[src/rtl/crc_stream_engine.sv]
// Handshaked streaming CRC engine: any width/poly, 1..DATA_W bits per clock.
// Define CRC_CHECK_EN to add the crc_ok residue-check output.
module crc_stream_engine #(
  parameter int             CRC_W        = 8,
  parameter logic [CRC_W-1:0] POLY       = 8'h31,
  parameter logic [CRC_W-1:0] INIT       = '0,
  parameter int             DATA_W       = 8,
  parameter int             BITS_PER_CYC = 1,
  parameter int             LSB_FIRST    = 1,
  parameter logic [CRC_W-1:0] CHECK_RES  = '0
) (
  input  logic              clk,
  input  logic              rst,
  input  logic              clear,
  input  logic              in_valid,
  output logic              in_ready,
  input  logic [DATA_W-1:0] in_data,
  input  logic              in_last,
  output logic              busy,
  output logic              crc_valid,
  output logic [CRC_W-1:0]  crc_out
`ifdef CRC_CHECK_EN
  ,
  output logic              crc_ok
`endif
);

  localparam int STEPS = DATA_W / BITS_PER_CYC;
  localparam int CNT_W = $clog2(STEPS + 1);

  if (BITS_PER_CYC < 1 || (DATA_W % BITS_PER_CYC) != 0) begin : g_bad_cfg
    $error("BITS_PER_CYC must divide DATA_W");
  end

  function automatic logic [CRC_W-1:0] bitrev(input logic [CRC_W-1:0] v);
    logic [CRC_W-1:0] r;
    for (int i = 0; i < CRC_W; i++) r[i] = v[CRC_W-1-i];
    return r;
  endfunction

  localparam logic [CRC_W-1:0] POLY_R = bitrev(POLY);

  typedef enum logic [1:0] {IDLE, SHIFT, DONE} state_t;

  state_t             state, state_n;
  logic [CRC_W-1:0]   crc, crc_fold;
  logic [DATA_W-1:0]  sh;
  logic               last_q;
  logic [CNT_W-1:0]   cnt;
  logic               take, final_step;

  assign in_ready   = (state == IDLE) && !clear;
  assign busy       = (state == SHIFT);
  assign crc_valid  = (state == DONE);
  assign take       = in_valid && in_ready;
  assign final_step = busy && (cnt == CNT_W'(1));

  // Fold this cycle's slice of the latched beat, first bit first.
  always_comb begin
    crc_fold = crc;
    for (int i = 0; i < BITS_PER_CYC; i++) begin
      if (LSB_FIRST != 0)
        crc_fold = (crc_fold >> 1) ^
          ((crc_fold[0] ^ sh[i]) ? POLY_R : '0);
      else
        crc_fold = (crc_fold << 1) ^
          ((crc_fold[CRC_W-1] ^ sh[DATA_W-1-i]) ? POLY : '0);
    end
  end

  always_comb begin
    state_n = state;
    unique case (state)
      IDLE:  if (take) state_n = SHIFT;
      SHIFT: if (final_step) state_n = last_q ? DONE : IDLE;
      DONE:  state_n = IDLE;
      default: state_n = IDLE;
    endcase
    if (clear) state_n = IDLE;
  end

  always_ff @(posedge clk or posedge rst) begin
    if (rst) state <= IDLE;
    else     state <= state_n;
  end

  always_ff @(posedge clk or posedge rst) begin
    if (rst) begin
      crc     <= INIT;
      sh      <= '0;
      last_q  <= 1'b0;
      cnt     <= '0;
      crc_out <= '0;
`ifdef CRC_CHECK_EN
      crc_ok  <= 1'b0;
`endif
    end else if (clear) begin
      crc <= INIT;
      cnt <= '0;
    end else begin
      unique case (state)
        IDLE: begin
          if (take) begin
            sh     <= in_data;
            last_q <= in_last;
            cnt    <= CNT_W'(STEPS);
          end
        end
        SHIFT: begin
          crc <= crc_fold;
          cnt <= cnt - CNT_W'(1);
          if (LSB_FIRST != 0) sh <= sh >> BITS_PER_CYC;
          else                sh <= sh << BITS_PER_CYC;
          // Result is published on entry to DONE so it pairs with crc_valid.
          if (final_step && last_q) begin
            crc_out <= crc_fold;
`ifdef CRC_CHECK_EN
            crc_ok  <= (crc_fold == CHECK_RES);
`endif
          end
        end
        DONE: crc <= INIT;
        default: crc <= INIT;
      endcase
    end
  end

endmodule
[config.mk]
export PLATFORM = sky130hd
export DESIGN_NAME = crc_stream_engine
export DESIGN_NICKNAME = d
export VERILOG_FILES = /design/src/rtl/crc_stream_engine.sv
export SDC_FILE = /design/constraint.sdc
export NUM_CORES = 1
export LEC_CHECK = 0
export CAP_MARGIN = 20
export CORE_MARGIN = 2
export CORE_UTILIZATION = 40
export DETAILED_ROUTE_END_ITERATION = 12
export PLACE_DENSITY = 0.63
export SYNTH_ARGS = -nofsm -noshare
export SYNTH_HDL_FRONTEND = slang
export SYNTH_SLANG_ARGS = --single-unit
[constraint.sdc]
create_clock -name clk -period 4.55 [get_ports clk]
set_clock_uncertainty 0.1 [all_clocks]
set_input_delay 0.91 -clock clk [delete_from_list [all_inputs] [get_ports clk]]
set_output_delay 0.91 -clock clk [all_outputs]
set_load 0.005 [all_outputs]
* Word level (Yosys, flattened, before mapping)
Index checks and enable logic that the tools add are counted.
** Word-level totals
- Flip-flop bits (word level) :: 31
- Input bits :: 13
- Output and inout port bits :: 11
- Logic and storage cells :: 43
** Cells by class
- Add/subtract/negate cells :: 1
- Equality and inequality tests :: 7
- Multiplexer cells :: 13
- Bitwise operators :: 3
- Reduce and logical (&&, ||, !) cells :: 13
** Operator list (number)
- $pmux 8 s2 :: 2
- $mux 8 :: 3
- $reduce_and 3->1 :: 3
- $mux 2 :: 4
- $mux 4 :: 2
- $pmux 4 s2 :: 1
- $xor 7x8->8 :: 1
- $eq 4x1->1 const B :: 1
- $logic_and 1x1->1 :: 4
- $ne 2x2->1 const B :: 2
- $pmux 2 s2 :: 1
- $reduce_and 2->1 :: 2
- $sub 4x1->4 const B :: 1
- $ne 3x2->1 const B :: 1
- $ne 3x3->1 const B :: 1
- $reduce_bool 3->1 :: 1
- $eq 2x1->1 const B :: 1
- $eq 2x2->1 const B :: 1
- $logic_not 2->1 :: 1
- $reduce_bool 2->1 :: 1
- $logic_not 1->1 :: 1
- $not 1->1 :: 1
- $xor 1x1->1 :: 1

* Logic depth before layout (Yosys ltp)
Gate-level depths: netlist of run 1.
- Word-level depth :: 6
- Depth in mapped cells :: 6
- Mapped depth without buffers :: 5

* Least setup slack after synthesis of run 1
Ideal clock, no wire load.
- Path type :: input -> output
- Start :: in clear
- End :: out in_ready
- Arrival time :: 1.343 ns
- Data required time :: 3.540 ns
- Setup slack :: 2.197 ns
- Cell stages on the path :: 2
- Buffers on the path :: 1
- Cell sequence :: buf_2 nor3_4
** On the way
- Word-level cells in the longest chain between the ends :: 2
** Ends and longest elaborated chain
- from (decl) :: RTL line 14 : input logic clear,
- $logic_not 1->1 :: RTL line 52 : assign in_ready = (state == IDLE) && !clear;
- $logic_and 1x1->1 :: RTL line 52
- to (decl) :: RTL line 16 : output logic in_ready,
No other way between the ends.

* Final worst setup path of run 1
Ends and elaborated chain as after synthesis.

==> results.txt, run 1 <==
Complex-gate fraction of the synthesized area - 8.50%
EDFF count, synth - 0
Number of remaining DRC errors - 0
Postcts setup bufs - 0
Arr. time, crit path - 2.55 ns
Hold Crit Endpoint - sh[4]
DR vias/cell - 4.97
Core area - 3360 µm²
Area grow syn2layout - 23.8%
First-pass GRT wire length - 4500 µm
Leakage power - 0.810 nW
Slew HR - 65.7%
Final wirelength - 2490 µm
CTS buffer count - 5
Synth Area in Simple Gates - 9.03%
Final ANT Viol Nets - 0
# IOs - 24
DP HPWL - 1800 µm
Synth Area per Inst - 13.7 µm²
Routed length per instance - 14.0 µm
Largest net degree at the start of global routing - 25
Async SR Flop Fraction - 100%
R2R cell count - 5
Slew Limit Fails - 0
Max clock buf depth - 2
Hold-fix buffers, CTS - 0
Rows - 21
Reg-to-Reg End - crc_out[2]
Slew @ Worst Pin - 0.512 ns
Power Density - 398 nW/µm²
Die Wd - 63.4 µm
Final Hold Vio Count - 0
Tot GR Track Use - 14.8%
Syn nets - 118
Worst setup EP type - primary output
Most instantiated cells after synthesis - dfrtp_1, mux2_2, a22o_1
Top cell type's share of synthesized area - 54.9%
Hold_sp - sh[4]
Clock root cell - clkbuf_4
Core Util, Final - 52.0%
Sequential area share after synthesis - 54.9%
Status - complete, no violations
Drt pass-1 iters - 4
Max_cap viols - 0
Synth Area in Adders - 1.77%
Count leader, synth - dfrtp_1
Largest family of logic cells by synthesized area - multiplexers
WP data required - 3.54 ns
Synth area leaders - dfrtp_1, mux2_2, a22o_1, nor3_4, xor2_1
Clock Latency Late Sink - 0.33 ns
Netlist Area Pre-Place - 1410 µm²
Die area - 4020 µm²
Clock-pin transition on the worst setup and hold timing paths - 0.08 ns
Initial antenna violation count - 0
CTS tree - done
Max FO, Critical Path - 10
Fin Setup TNS - 0 ns
Vias - 884
Mapped Cells - 103
Hold Crit Class - reg2reg
Routability cong. - 0.719
Mux share of post-synthesis cell area - 19.8%
1st-iter DRT viols - 33
Starting Density - 42.0%
Vias in the first global route - 973
Min cycle time layout - 3.56 ns
Worst r2r src - cnt[1]
Post-CTS sizing - 0
XOR/XNOR Fraction of Synth Area - 1.86%
Critical path type - in2out
Max VDD drop - 0.223 mV
H-tree Lvls - 2
Final Cycle Share - 78.2%
F_max - 281 MHz
Clock sink count - 31
Finish-stage setup viols - 0
CP Launch Type - primary input
Die Y - 63.4 µm
Critical Path Source - clear
Distinct cells, synth - 25
Ys Warns - 0
I/O Buffers - 23
Top FF cell, synth - dfrtp_1
Nets@finish - 146
Antenna Cells - 0
R2R Setup Slk - 2.65 ns
Unrepaired setup endpoints after global routing - no
Register bit total from synthesis - 31
Post-synth top area cell - dfrtp_1
Layout cells sized above 1 - 26.5%
Hold depth - 1
Grt total ovfl - 0
[sequential cells by signal, indices dropped and copies added (netlist names)]
signal and count:
state 2, crc 8, last_q 1, sh 8, crc_out 8, cnt 4
[through the flow]
step	instances	area, µm²	total power [W]	setup WS, ns	hold WS [ns]
floorplan	103	1410	0.000459	2.20	0.375
global placement	170	1680	0.000515	1.03	0.386
detailed placement	170	1680	0.000523	0.968	0.396
CTS	178	1750	0.000707	0.977	0.418
global route	178	1750	0.000739	0.874	0.431
finish	178	1750	0.000695	0.990	0.412
[logic make-up (layout without fill, tap and decap cells)]
logic type,Yosys count,count (layout)
buffers and inverters,10,39
AO/OA/AOI/OAI,15,15
multiplexers,25,25
flip-flops,31,31
XOR/XNOR,3,3
adder cells (fa/ha/maj),2,2
AND/OR/NAND/NOR,17,17
[cells in the final DEF, fill, tap and decap left out, types with 3 or more instances in the layout]
cell and n:
dfrtp_1 31, a22o_1 8, nor2_1 4, clkbuf_4 5, nand2_1 3, clkdlybuf4s50_1 23, mux2_2 23, xor2_1 3
inv_1 6
[how the worst max path moves through the flow]
| stage | endpoint | slack (ns) |
|---|---|---|
| finish | in_ready | 0.99 |
| global route | in_ready | 0.87 |
| CTS | in_ready | 0.98 |
| detailed placement | in_ready | 0.97 |
| global placement | in_ready | 1.03 |
| floorplan | in_ready | 2.20 |
[worst max-delay path, stage by stage]
cell             delay (ns)
clkdlybuf4s50_1        0.62
nor3_4                 0.43
clkdlybuf4s50_1        0.58
[power by group]
| part | leakage, nW | internal (W) | switching, W |
|---|---|---|---|
| Combinational | 0.366 | 0.0000964 | 0.0000646 |
| Clock | 0.0386 | 0.0000908 | 0.0000909 |
| Sequential | 0.406 | 0.000322 | 0.0000304 |
[layout make-up]
type	count	area, µm²
Inverter	7	31.3
Sequential cell	31	776
Multi-Input combinational cell	62	578
Clock buffer	8	68.8
Tap cell	46	57.6
Timing Repair Buffer	24	238
Fill cell	331	1610
[metal layers]
metal / vias up / global-route usage [%] / routed length (µm)
met4: 0 / 6.52 / 51
met2: 13 / 24.5 / 1250
met3: 7 / 5.71 / 105
met1: 440 / 16.9 / 1090
li1: 424 / - / -
met5: - / 0 / 0
No activity file was read; power rests on OpenSTA's default activity.
==> run 2, diff against run 1 <==
--- a/config.mk
+++ b/config.mk
@@ -9,7 +9,7 @@
 export CORE_MARGIN = 2
 export CORE_UTILIZATION = 40
 export DETAILED_ROUTE_END_ITERATION = 12
-export PLACE_DENSITY = 0.63
+export PLACE_DENSITY = 0.65
 export SYNTH_ARGS = -nofsm -noshare
 export SYNTH_HDL_FRONTEND = slang
 export SYNTH_SLANG_ARGS = --single-unit
==> constraint.sdc (replaced) <==
create_clock -name clk -period 3.05 [get_ports clk]
set_clock_uncertainty 0.1 [all_clocks]
set_input_delay 0.61 -clock clk [delete_from_list [all_inputs] [get_ports clk]]
set_output_delay 0.61 -clock clk [all_outputs]
set_load 0.005 [all_outputs]
==> results.txt, run 2 (same netlist as run 1, synthesis figures left out) <==
Status - complete, no violations
DP HPWL - 1740 µm
Final wirelength - 2380 µm
Max_cap viols - 0
Die Wd - 63.4 µm
Antenna Cells - 0
Clock Latency Late Sink - 0.32 ns
Max FO, Critical Path - 2
Unrepaired setup endpoints after global routing - no
Routed length per instance - 13.2 µm
Final ANT Viol Nets - 0
Area grow syn2layout - 24.5%
NetSw - 0.000268 W
Vias - 888
Worst setup EP type - primary output
Max clock buf depth - 2
WP data required - 2.34 ns
Commonest non-fill, non-tap cell in the layout - dfrtp_1
Nets@finish - 149
Min cycle time layout - 2.47 ns
Fin Setup TNS - 0 ns
P_int - 0.000737 W
Arr. time, crit path - 1.76 ns
I/O Buffers - 23
Drt pass-1 iters - 4
Slew Limit Fails - 0
Hold Crit Class - reg2reg
Clock-pin transition on the worst setup and hold timing paths - 0.09 ns
Slew @ Worst Pin - 0.539 ns
Final Cycle Share - 81.0%
Pwr Total - 0.00100 W
CP Launch Type - primary input
Fin cells - 180
Max VDD drop - 0.357 mV
Die area - 4020 µm²
Minimum hold slack - 0.410 ns
Hold-fix buffers, CTS - 0
# placed instances - 173
Finish-stage setup viols - 0
Clock root cell - clkbuf_4
Starting Density - 42.0%
Largest net degree at the start of global routing - 32
Die Y - 63.4 µm
Commonest non-fill, non-tap cells in the layout - dfrtp_1, mux2_2, clkdlybuf4s50_1
Tot GR Track Use - 13.8%
CTS tree - done
DR vias/cell - 4.93
Clock sink count - 31
CTS buffer count - 5
Layout cells sized above 1 - 28.4%
Number of remaining DRC errors - 0
First-pass GRT wire length - 4260 µm
Flop pwr share - 52.2%
# IOs - 24
Vias in the first global route - 973
Clock power share - 23.2%
Post-CTS sizing - 0
Initial antenna violation count - 0
Core area - 3360 µm²
1st-iter DRT viols - 26
Switching power share of the total - 26.7%
Fill cells - 326
Top Registers - crc: 8 flops, crc_out: 8 flops, sh: 8 flops
F_max - 405 MHz
Comb power frac - 24.6%
Routability cong. - 0.762
Leakage power - 0.820 nW
H-tree Lvls - 2
Postcts setup bufs - 0
Slew HR - 63.9%
Rows - 21
Grt total ovfl - 0
Critical path type - in2out
Final Hold Vio Count - 0
Power Density - 571 nW/µm²
run 2: cell types whose count changed in the layout (fill, tap and decap cells not counted):
cell and delta:
buf_4 +3, clkbuf_1 -1, clkbuf_8 -1, clkinv_2 +1
run 2: power by group through the flow:
stage                     combinational, W  sequential (W)  clock, W
final                             0.000247        0.000524  0.000233
after global routing              0.000273        0.000535  0.000258
after CTS                         0.000252        0.000525  0.000243
after detailed placement          0.000251        0.000533         0
after global placement            0.000244        0.000531         0
after floorplan                   0.000160        0.000525         0
run 2: per-stage QoR:
stage | area [µm²] | utilization [%] | setup WS [ns]
floorplan | 1410 | - | 1.30
global placement | 1700 | 50.6 | 0.555
detailed placement | 1700 | 50.6 | 0.559
CTS | 1760 | 52.3 | 0.559
global route | 1760 | 52.3 | 0.520
finish | 1760 | 52.3 | 0.580
run 2: final timing paths:
kind                             from         end  slack [ns]  depth (start not counted)
setup / recovery                clear    in_ready        0.58                          3
hold / removal             crc_out[6]  crc_out[6]        0.41                          1
setup reg to reg               cnt[1]  crc_out[4]        1.15                          5
hold reg to reg            crc_out[6]  crc_out[6]        0.41                          1
max in group asynchronous         rst  crc_out[4]        2.01                          3
min in group asynchronous         rst       sh[4]        0.56                          3
run 2: area by class of cell:
type                            instances  area, µm²  share of cell area [%]
Sequential cell                        31        776                    44.1
Tap cell                               46       57.6                    3.27
Timing Repair Buffer                   27        260                    14.8
Multi-Input combinational cell         62        578                    32.9
Clock inverter                          1       5.00                   0.284
Clock buffer                            6       51.3                    2.92
Inverter                                7       31.3                    1.78
run 2: layer usage:
| metal | up-vias | share of wire [%] | wire (µm) | global-route usage (%) |
|---|---|---|---|---|
| met5 | - | 0 | 0 | 0 |
| met4 | 0 | 2.2 | 53 | 7.34 |
| met3 | 7 | 2.3 | 54 | 3.21 |
| met2 | 13 | 50 | 1190 | 23.3 |
| met1 | 441 | 45 | 1080 | 16.4 |
| li1 | 427 | - | - | - |
run 2: critical path, stage by stage:
cell and delay (ns):
clkdlybuf4s50_1 0.47, nor3_4 0.15, clkdlybuf4s50_1 0.52
==> run 3, diff against run 2 <==
==> constraint.sdc (replaced) <==
create_clock -name clk -period 2.05 [get_ports clk]
set_clock_uncertainty 0.1 [all_clocks]
set_input_delay 0.41 -clock clk [delete_from_list [all_inputs] [get_ports clk]]
set_output_delay 0.41 -clock clk [all_outputs]
set_load 0.005 [all_outputs]
==> results.txt, run 3 (same netlist as run 1, synthesis figures left out) <==
Max clock buf depth - 2
Vias - 935
Starting Density - 42.0%
DR vias/cell - 4.95
First-pass GRT wire length - 4720 µm
Met3 wire length - 70 µm
Core area - 3360 µm²
Slew HR - 62.9%
CP Launch Type - flip-flop
Most frequent CP cell - buf_4
Hold Crit Class - in2async
Worst r2r src - cnt[1]
Routed length per instance - 13.5 µm
Layout cells sized above 1 - 35.0%
DP HPWL - 1790 µm
Final wirelength - 2550 µm
Max Used Layer - met4
Initial antenna violation count - 0
Vias in the first global route - 1039
Worst setup EP type - primary output
Min cycle time layout - 1.93 ns
Die area - 4020 µm²
CTS buffer count - 5
Die Wd - 63.4 µm
Critical-path top delay cell - dfrtp_2
R2R cell count - 6
Commonest non-fill, non-tap cells in the layout - dfrtp_1, mux2_2, clkdlybuf4s50_1
Die Y - 63.4 µm
Critical path type - reg2out
Seq. cell area - 778 µm²
Top Registers - crc: 8 flops, crc_out: 8 flops, sh: 8 flops
Clock-pin transition on the worst setup and hold timing paths - 0.10 ns
CP peak stage delay - 0.44 ns
Worst-path cell chain - buf_4 -> buf_4 -> buf_4 -> nor2b_1 -> dlymetal6s2s_1
I/O Buffers - 23
Rows - 21
Max VDD drop - 0.420 mV
Routability cong. - 0.683
DR WL met2 - 1340 µm
# placed instances - 176
Grt total ovfl - 0
Critical Path Source - state[1]
Max FO, Critical Path - 4
H-tree Lvls - 2
1st-iter DRT viols - 12
CTS tree - done
Number of remaining DRC errors - 0
Core Util, Final - 55.7%
Final Hold Vio Count - 0
Slew Limit Fails - 0
WP data required - 1.54 ns
Critical Path Sink - crc_valid
Leakage power - 0.914 nW
R2R Setup Slk - 0.32 ns
Met1 WL - 1100 µm
Commonest non-fill, non-tap cell in the layout - dfrtp_1
Final ANT Viol Nets - 0
F_max - 519 MHz
Fin cells - 189
Clock sink count - 31
Final Cycle Share - 94.1%
Finish-stage setup viols - 0
Power Density - 891 nW/µm²
Reg-to-Reg End - crc_out[1]
Unrepaired setup endpoints after global routing - no
WP depth - 5
Largest net degree at the start of global routing - 32
Status - complete, no violations
Tot GR Track Use - 15.4%
WP buf/inv - 4
Max_cap viols - 0
Drt pass-1 iters - 4
Area grow syn2layout - 32.7%
Fill cells - 302
Pwr Total - 0.00167 W
# IOs - 24
Clock Latency Late Sink - 0.33 ns
Multi-input gate area - 586 µm²
Minimum hold slack - 0.346 ns
Clock root cell - clkbuf_4
Nets@finish - 157
Arr. time, crit path - 1.42 ns
Slew @ Worst Pin - 0.554 ns
Antenna Cells - 0
Delay-heaviest family, CP - buffers and inverters
run 3: cell count changes in the layout (fill, tap and decap cells not counted), sizes merged:
cell / delta
bufinv: +1
buf: +8
dlygate4sd2: +2
dlymetal6s2s: +2
clkdlybuf4s50: -4
run 3: final cells by class:
class | instances | area share, %
multi-input combinational | 62 | 31.2
inverter | 7 | 1.67
timing repair buffer | 35 | 17.9
sequential | 31 | 41.5
clock buffer | 6 | 2.74
clock inverter | 2 | 1.87
tap | 46 | 3.07
run 3: worst min path at each step:
stage	from	endpoint	slack, ns	cells after the start
6_report	rst	crc[2]	0.35	3
2_1_floorplan	sh[2]	sh[2]	0.37	1
5_1_grt	rst	crc[2]	0.39	3
3_5_place_dp	crc_out[6]	crc_out[6]	0.39	1
3_3_place_gp	sh[3]	sh[3]	0.38	1
4_1_cts	rst	crc[2]	0.35	3
run 3: per-stage QoR:
step	setup slack, ns	TNS (ns)	cell area [µm²]
after floorplan	0.393	0	1410
after global placement	-0.0452	-0.0452	1740
after detailed placement	-0.0418	-0.0418	1740
after CTS	0.0120	0	1850
after global routing	0.0601	0	1870
final	0.122	0	1870
run 3: repair_timing:
| item | in CTS | in global routing |
|---|---|---|
| buffers inserted | 3 | 2 |
| gates resized for setup | 5 | 2 |
| hold buffers | 0 | 0 |
| hold endpoints to repair | 0 | 0 |
| endpoints found under the setup margin | 3 | 2 |
run 3: routing by layer:
metal  vias to the layer above  track usage (%)
met5                         -                0
met4                         0             6.52
met3                         4             5.54
met2                        13             26.1
met1                       473             17.6
li1                        445                -
run 3: where the power goes:
| part | total [W] | switching, W | internal, W |
|---|---|---|---|
| sequential | 0.000781 | 0.0000647 | 0.000716 |
| combinational | 0.000392 | 0.000154 | 0.000238 |
| clock | 0.000498 | 0.000209 | 0.000288 |
run 3: tightest hold or removal path, stage by stage:
cell	delay (ns)
clkdlybuf4s50_1	0.39
inv_1	0.05
buf_4	0.35
